<file path="config.mk">
export PLATFORM = sky130hd
export DESIGN_NAME = sram_stream_reader_flat
export DESIGN_NICKNAME = d
export VERILOG_FILES = /design/src/rtl/sram_stream_reader_if.sv /design/src/rtl/sram_stream_reader.sv /design/src/flat_wrapper.sv
export SDC_FILE = /design/constraint.sdc
export NUM_CORES = 1
export LEC_CHECK = 0
export BUFFER_PORTS_ARGS = -buffer_cell sky130_fd_sc_hd__buf_2
export CAP_MARGIN = 25
export CORE_MARGIN = 10
export CORE_UTILIZATION = 30
export DETAILED_ROUTE_END_ITERATION = 12
export HOLD_SLACK_MARGIN = 0.15
export PLACE_DENSITY = 0.51
export RECOVER_POWER = 50
export SETUP_SLACK_MARGIN = 0.3
export SYNTH_ARGS = -nofsm -noshare
export SYNTH_HDL_FRONTEND = slang
export SYNTH_SLANG_ARGS = --single-unit
</file>
<file path="constraint.sdc">
create_clock -name clock -period 3 [get_ports clock]
set_clock_uncertainty 0.15 [all_clocks]
set_input_delay 0.3 -clock clock [delete_from_list [all_inputs] [get_ports clock]]
set_output_delay 0.3 -clock clock [all_outputs]
set_load 0.1 [all_outputs]
</file>
<file path="src/rtl/sram_stream_reader_if.sv">
// Bundles the Avalon-MM read-master signals toward the SRAM arbiter and the
// valid/ready output stream toward the test-vector consumer.
interface sram_stream_reader_if #(
    parameter int ADDR_WIDTH = 20,
    parameter int DATA_WIDTH = 16,
    parameter int BE_WIDTH   = DATA_WIDTH / 8
);
    logic [ADDR_WIDTH-1:0] tr_address;
    logic [BE_WIDTH-1:0]   tr_byteenable;
    logic                  tr_read;
    logic [DATA_WIDTH-1:0] tr_readdata;
    logic                  tr_readdataready;
    logic                  tr_waitrequest;
    logic [DATA_WIDTH-1:0] out_data;
    logic                  out_valid;
    logic                  out_ready;

    modport master (
        output tr_address, tr_byteenable, tr_read, out_data, out_valid,
        input  tr_readdata, tr_readdataready, tr_waitrequest, out_ready
    );

    modport slave (
        input  tr_address, tr_byteenable, tr_read, out_data, out_valid,
        output tr_readdata, tr_readdataready, tr_waitrequest, out_ready
    );
endinterface

</file>
<file path="src/rtl/sram_stream_reader.sv">
// Credit-limited Avalon-MM burst reader: fetches word_count words from base_addr
// into a small FIFO and streams them out over valid/ready.
module sram_stream_reader #(
    parameter int ADDR_WIDTH = 20,
    parameter int DATA_WIDTH = 16,
    parameter int BE_WIDTH   = DATA_WIDTH / 8,
    parameter int FIFO_DEPTH = 8
) (
    input  logic                  clock,
    input  logic                  reset,
    input  logic                  start,
    input  logic                  abort,
    input  logic [ADDR_WIDTH-1:0] base_addr,
    input  logic [ADDR_WIDTH:0]   word_count,
    output logic                  busy,
    output logic                  done,
    sram_stream_reader_if.master  bus
);
    localparam int AW = $clog2(FIFO_DEPTH);
    localparam int CW = AW + 1;

    typedef enum logic [1:0] {IDLE, ISSUE, DRAIN, FLUSH} state_t;

    state_t                state, state_nxt;
    logic [ADDR_WIDTH-1:0] addr;
    logic [ADDR_WIDTH:0]   remaining;
    logic [CW-1:0]         outstanding;
    logic [CW-1:0]         count;
    logic [AW-1:0]         wr_ptr, rd_ptr;
    logic [DATA_WIDTH-1:0] mem [FIFO_DEPTH];
    logic                  hold;
    logic                  done_q;

    logic read, accept, rsp, push, pop, credit_ok;
    logic take_start, zero_start, take_abort, last_pop;

    // Every returned word must have a FIFO slot reserved before its read issues.
    assign credit_ok  = ({1'b0, outstanding} + {1'b0, count}) < (CW+1)'(FIFO_DEPTH);
    assign accept     = read && !bus.tr_waitrequest;
    assign take_start = (state == IDLE) && start;
    assign zero_start = take_start && (word_count == '0);
    assign take_abort = abort && ((state == ISSUE) || (state == DRAIN));
    assign rsp        = bus.tr_readdataready && (state != IDLE);
    assign push       = rsp && ((state == ISSUE) || (state == DRAIN)) && !take_abort;
    assign pop        = (count != '0) && bus.out_ready;
    assign last_pop   = (state == DRAIN) && (outstanding == '0) && (count == CW'(1)) && pop;

    always_comb begin
        read      = 1'b0;
        state_nxt = state;
        case (state)
            IDLE: begin
                if (take_start && !zero_start) state_nxt = ISSUE;
            end
            ISSUE: begin
                read = (remaining != '0) && credit_ok;
                if (take_abort) state_nxt = FLUSH;
                else if (accept && (remaining == (ADDR_WIDTH+1)'(1))) state_nxt = DRAIN;
            end
            DRAIN: begin
                if (take_abort) state_nxt = FLUSH;
                else if (last_pop) state_nxt = IDLE;
            end
            FLUSH: begin
                // A request stalled at abort time must still complete the handshake.
                read = hold;
                if ((outstanding == '0) && !hold) state_nxt = IDLE;
            end
            default: state_nxt = IDLE;
        endcase
    end

    always_ff @(posedge clock) begin
        if (reset) begin
            state       <= IDLE;
            addr        <= '0;
            remaining   <= '0;
            outstanding <= '0;
            count       <= '0;
            wr_ptr      <= '0;
            rd_ptr      <= '0;
            hold        <= 1'b0;
            done_q      <= 1'b0;
        end else begin
            state       <= state_nxt;
            done_q      <= zero_start || last_pop;
            outstanding <= outstanding + CW'(accept) - CW'(rsp);

            if (take_start) begin
                addr      <= base_addr;
                remaining <= word_count;
            end else if (accept) begin
                addr      <= addr + ADDR_WIDTH'(1);
                remaining <= remaining - (ADDR_WIDTH+1)'(1);
            end

            if (take_abort) hold <= read && bus.tr_waitrequest;
            else if (accept) hold <= 1'b0;

            if (take_abort) begin
                count  <= '0;
                wr_ptr <= '0;
                rd_ptr <= '0;
            end else begin
                if (push) wr_ptr <= wr_ptr + AW'(1);
                if (pop)  rd_ptr <= rd_ptr + AW'(1);
                count <= count + CW'(push) - CW'(pop);
            end
        end
    end

    always_ff @(posedge clock) begin
        if (push) mem[wr_ptr] <= bus.tr_readdata;
    end

    assign bus.tr_address    = addr;
    assign bus.tr_byteenable = {BE_WIDTH{1'b1}};
    assign bus.tr_read       = read;
    assign bus.out_data      = mem[rd_ptr];
    assign bus.out_valid     = (count != '0);
    assign busy              = (state != IDLE);
    assign done              = done_q;
endmodule
</file>
<file path="src/flat_wrapper.sv">
// flat-port wrapper written by rule: the top's interface ports become plain ports
module sram_stream_reader_flat 
#(
    parameter int ADDR_WIDTH = 20,
    parameter int DATA_WIDTH = 16,
    parameter int BE_WIDTH   = DATA_WIDTH / 8,
    parameter int FIFO_DEPTH = 8
)
  (clock, reset, start, abort, base_addr, word_count, busy, done, bus_tr_address, bus_tr_byteenable, bus_tr_read, bus_out_data, bus_out_valid, bus_tr_readdata, bus_tr_readdataready, bus_tr_waitrequest, bus_out_ready);
  sram_stream_reader_if #(.ADDR_WIDTH(ADDR_WIDTH), .DATA_WIDTH(DATA_WIDTH), .BE_WIDTH(BE_WIDTH)) bus_i ();
  input  logic clock;
  input  logic reset;
  input  logic start;
  input  logic abort;
  input  logic [ADDR_WIDTH-1:0] base_addr;
  input  logic [ADDR_WIDTH:0] word_count;
  output logic busy;
  output logic done;
  output wire logic [$bits(bus_i.tr_address)-1:0] bus_tr_address;
  output wire logic [$bits(bus_i.tr_byteenable)-1:0] bus_tr_byteenable;
  output wire logic [$bits(bus_i.tr_read)-1:0] bus_tr_read;
  output wire logic [$bits(bus_i.out_data)-1:0] bus_out_data;
  output wire logic [$bits(bus_i.out_valid)-1:0] bus_out_valid;
  input wire logic [$bits(bus_i.tr_readdata)-1:0] bus_tr_readdata;
  input wire logic [$bits(bus_i.tr_readdataready)-1:0] bus_tr_readdataready;
  input wire logic [$bits(bus_i.tr_waitrequest)-1:0] bus_tr_waitrequest;
  input wire logic [$bits(bus_i.out_ready)-1:0] bus_out_ready;
  assign bus_tr_address = bus_i.tr_address;
  assign bus_tr_byteenable = bus_i.tr_byteenable;
  assign bus_tr_read = bus_i.tr_read;
  assign bus_out_data = bus_i.out_data;
  assign bus_out_valid = bus_i.out_valid;
  assign bus_i.tr_readdata = bus_tr_readdata;
  assign bus_i.tr_readdataready = bus_tr_readdataready;
  assign bus_i.tr_waitrequest = bus_tr_waitrequest;
  assign bus_i.out_ready = bus_out_ready;
  sram_stream_reader #(.ADDR_WIDTH(ADDR_WIDTH), .DATA_WIDTH(DATA_WIDTH), .BE_WIDTH(BE_WIDTH), .FIFO_DEPTH(FIFO_DEPTH)) u_core (.clock(clock), .reset(reset), .start(start), .abort(abort), .base_addr(base_addr), .word_count(word_count), .busy(busy), .done(done), .bus(bus_i));
endmodule
</file>
==> flow_summary.json <==
{
  "run_status": "finished, final reports clean",
  "num_rows": 60,
  "setup-violations-final": 0,
  "seqPwrFrac": 0.360,
  "post-dp-hpwl_um": 12800,
  "dp.cells": 1081,
  "synth.lib_cells_used.distinct": 56,
  "pre_cts_slack_ns": 0.339,
  "synthFlopType": "sky130_fd_sc_hd__edfxtp_1",
  "drt_iter0_markers": 301,
  "route.vias.total": 5513,
  "timing.final.ws_setup_ns": 0.290,
  "cts_tree": "done",
  "leakage_nw": 3.71,
  "final_nets": 884,
  "period_minus_slack_ns": 2.71,
  "timing.critical_path.fanout_max": 5,
  "area.growth.synth_to_final_pct": 28.0,
  "clk-insertion-delay-late_ns": 0.43,
  "slew_violations": 0,
  "clock.fmax_mhz": 369,
  "avgViaCountPerCell": 4.67,
  "routedWlPerCell_um": 16.6,
  "ys_ff_latch": 190,
  "htree_num_levels": 4,
  "comb_power_share": 0.402,
  "grt_usage": 0.112,
  "synth_edf_count": 128,
  "ctsLongestPathBuffers": 2,
  "finalNonFillerCells": 1181,
  "powerDensity_nw_per_um2": 860,
  "post-route-period-util": 0.903,
  "ys.warnings.count": 0,
  "remaining_drc_errors": 0,
  "final_antenna_net_count": 0,
  "yosysSeqAreaShare": 0.610,
  "hold_path.class": "input pin to flop",
  "path_clk_slew_ns": 0.07,
  "post-route-util": 0.393,
  "grt_antenna_before_repair": 1,
  "start_util": 0.307,
  "coreArea_sq_um": 27200,
  "gpl.final_weighted_congestion": 0.777,
  "async_flop_share": 0,
  "slew_at_the_pin_closest_to_its_max_slew_limit_ns": 1.23,
  "criticalPathCategory": "flop to output pin",
  "detailed_place.area_sq_um": 9420,
  "gr-total-overflow": 0,
  "total_switching_power_w": 0.00380,
  "design.die.area_sq_um": 34900,
  "tritoncts_num_sinks": 190,
  "cts-buffers-inserted": 17,
  "ios": 106,
  "chipWidth_um": 187,
  "timing.critical_path.arrival_ns": 2.26,
  "worstSetupStartpointType": "flop",
  "syn_inst": 610,
  "drt-total-wl_um": 19700,
  "internal_power_w": 0.00537,
  "antenna-diode-count": 0,
  "mappedNetlistArea_sq_um": 8340,
  "cap_violations": 0,
  "post_route_cells_drive_above_1_share": 0.247,
  "final_area_sq_um": 10700,
  "worst_path_required_time_ns": 2.55,
  "critical_path.endpoint_type": "output pin",
  "clock_tree.root_cell": "sky130_fd_sc_hd__clkbuf_16",
  "share_clk_of_total_power": 0.238,
  "grt_pass1_wl_um": 31600,
  "drtPass1Iterations": 4,
  "grt_max_degree": 34,
  "vias_in_the_first_global_route": 5815,
  "timing.final.hold_violations": 0,
  "grt_setup_unrepaired": "yes",
  "power.switching_fraction": 0.414,
  "finalSetupTns_ns": 0,
  "numPortBuffers": 103,
  "floorplan.die.height_um": 187,
  "slew_headroom": 0.186,
  "syn_area_per_cell_sq_um": 13.7,
  "vdd.ir_drop.worst_mv": 0.580
}
==> layout make-up <==
cell class | count | area, sq um
repair buffers | 196 | 1380
flip-flops and latches | 190 | 5090
clock buffers | 18 | 429
inverters | 23 | 86.3
multi-input cells | 368 | 3080
clock inverters | 14 | 138
well taps | 372 | 465
fillers | 2603 | 16500
==> synthesized netlist by cell type (2+ instances only) <==
master                       n  area [sq um]
sky130_fd_sc_hd__a211oi_1    7          52.6
sky130_fd_sc_hd__a21o_1      5          37.5
sky130_fd_sc_hd__a21oi_1    38           190
sky130_fd_sc_hd__a31oi_1     5          31.3
sky130_fd_sc_hd__and2_1      3          18.8
sky130_fd_sc_hd__and3_1      5          31.3
sky130_fd_sc_hd__and4_1      6          52.6
sky130_fd_sc_hd__buf_1       4          15.0
sky130_fd_sc_hd__buf_4       2          15.0
sky130_fd_sc_hd__buf_6       2          22.5
sky130_fd_sc_hd__clkbuf_1   21          78.8
sky130_fd_sc_hd__dfxtp_1    62          1240
sky130_fd_sc_hd__edfxtp_1  128          3840
sky130_fd_sc_hd__fa_1        2          40.0
sky130_fd_sc_hd__ha_1       22           275
sky130_fd_sc_hd__inv_1      23          86.3
sky130_fd_sc_hd__mux2_2     16           180
sky130_fd_sc_hd__mux2i_1     3          30.0
sky130_fd_sc_hd__mux4_2     32           721
sky130_fd_sc_hd__nand2_1    23          86.3
sky130_fd_sc_hd__nand2b_1    8          50.1
sky130_fd_sc_hd__nand3_1    10          50.1
sky130_fd_sc_hd__nand3b_1    2          15.0
sky130_fd_sc_hd__nand4_1    13          81.3
sky130_fd_sc_hd__nand4b_1    3          26.3
sky130_fd_sc_hd__nor2_1     33           124
sky130_fd_sc_hd__nor2b_1     4          25.0
sky130_fd_sc_hd__nor3_1      9          45.0
sky130_fd_sc_hd__nor4_1      7          43.8
sky130_fd_sc_hd__o21ai_0    41           205
sky130_fd_sc_hd__o31ai_1     3          22.5
sky130_fd_sc_hd__or2_2       3          18.8
sky130_fd_sc_hd__or3_1       4          25.0
sky130_fd_sc_hd__or4_1       4          30.0
sky130_fd_sc_hd__xnor2_1    12           105
sky130_fd_sc_hd__xor2_1     25           219
==> per-layer routing <==
metal / track usage / up-vias / wire [um]
met5: 0 / - / 7
li1: - / 2699 / -
met3: 0.0348 / 16 / 1100
met4: 0.0279 / 2 / 163
met2: 0.174 / 139 / 8940
met1: 0.149 / 2657 / 9440
==> flip-flops by register name (all words and copies together), names as in the netlist, named ones only <==
| name | flops |
|---|---|
| u_core.rd_ptr | 3 |
| u_core.state | 2 |
| u_core.wr_ptr | 3 |
| u_core.done | 1 |
| u_core.hold | 1 |
| u_core.bus.tr_address | 20 |
| u_core.mem | 128 |
| u_core.outstanding | 4 |
| u_core.count | 4 |
| u_core.remaining | 21 |
==> power groups by stage <==
stage,clock (W),sequential (W),combinational (W)
floorplan,0,0.00380,0.00239
global placement,0,0.00336,0.00352
detailed placement,0,0.00335,0.00351
CTS,0.00226,0.00330,0.00365
global route,0.00235,0.00335,0.00397
finish,0.00218,0.00330,0.00369
==> critical path: stages (launching register included) <==
cell                      delay, ns
sky130_fd_sc_hd__dfxtp_2       0.33
sky130_fd_sc_hd__or4_4         0.58
sky130_fd_sc_hd__nor4b_4       0.32
sky130_fd_sc_hd__buf_4         0.17
sky130_fd_sc_hd__a21o_1        0.20
sky130_fd_sc_hd__inv_2         0.07
sky130_fd_sc_hd__buf_12        0.17
==> what timing repair did <==
| action | in CTS | in global routing |
|---|---|---|
| pin swaps | 2 | 4 |
| buffers inserted | 2 | 7 |
| hold endpoints to repair | 177 | 0 |
| gates resized for setup | 10 | 25 |
| hold buffers | 59 | 0 |
| setup endpoints to repair | 16 | 33 |
==> worst paths after layout <==
path	from	end	slack, ns	cells after the start
worst max-delay path	u_core.remaining[16]$_SDFFE_PP0P_	bus_tr_read	0.29	6
worst min-delay path	bus_tr_waitrequest	u_core.bus.tr_address[5]$_SDFFE_PP0P_	0.21	4
worst max register to register	u_core.remaining[16]$_SDFFE_PP0P_	u_core.outstanding[3]$_SDFF_PP0_	0.36	10
worst min register to register	u_core.wr_ptr[0]$_SDFFE_PP0P_	u_core.wr_ptr[0]$_SDFFE_PP0P_	0.36	2
==> cell families after synthesis <==
kind of cell	after synthesis	share of synthesized area
multiplexers	51	0.112
other	1	0.000450
buffers and inverters	53	0.0267
AO/OA/AOI/OAI	109	0.0762
adder cells (fa/ha/maj)	24	0.0378
XOR/XNOR	37	0.0389
flip-flops	190	0.610
AND/OR/NAND/NOR	145	0.0987
==> per-stage QoR <==
step           total power [W]  hold slack, ns
2_1_floorplan          0.00619           0.249
3_3_place_gp           0.00688           0.342
3_5_place_dp           0.00687           0.345
4_1_cts                0.00921           0.189
5_1_grt                0.00967           0.213
6_report               0.00917           0.208
==> layout by cell type, fill, tap and decap left out, drive strengths merged, types with 4 or more instances in the layout <==
master       netlist  final
nor3              10     10
nor2              33     33
buf                9     93
dlygate4sd3        0     59
a211oi             8      8
xnor2             12     12
dfxtp             62     62
clkbuf            21     62
and3               5      5
nand2             23     23
inv               23     31
xor2              25     25
or4                5      5
a31oi              5      5
or3                4      4
a21oi             38     38
clkinv             0      4
a21o               5      5
o21ai             42     42
nand2b             8      8
nand4             13     13
nor2b              4      4
nor4               8      8
mux4              32     32
nand3             10     10
mux2              16     16
edfxtp           128    128
ha                22     22
and4               6      6
Note: power is estimated with default switching activity, not from simulation.
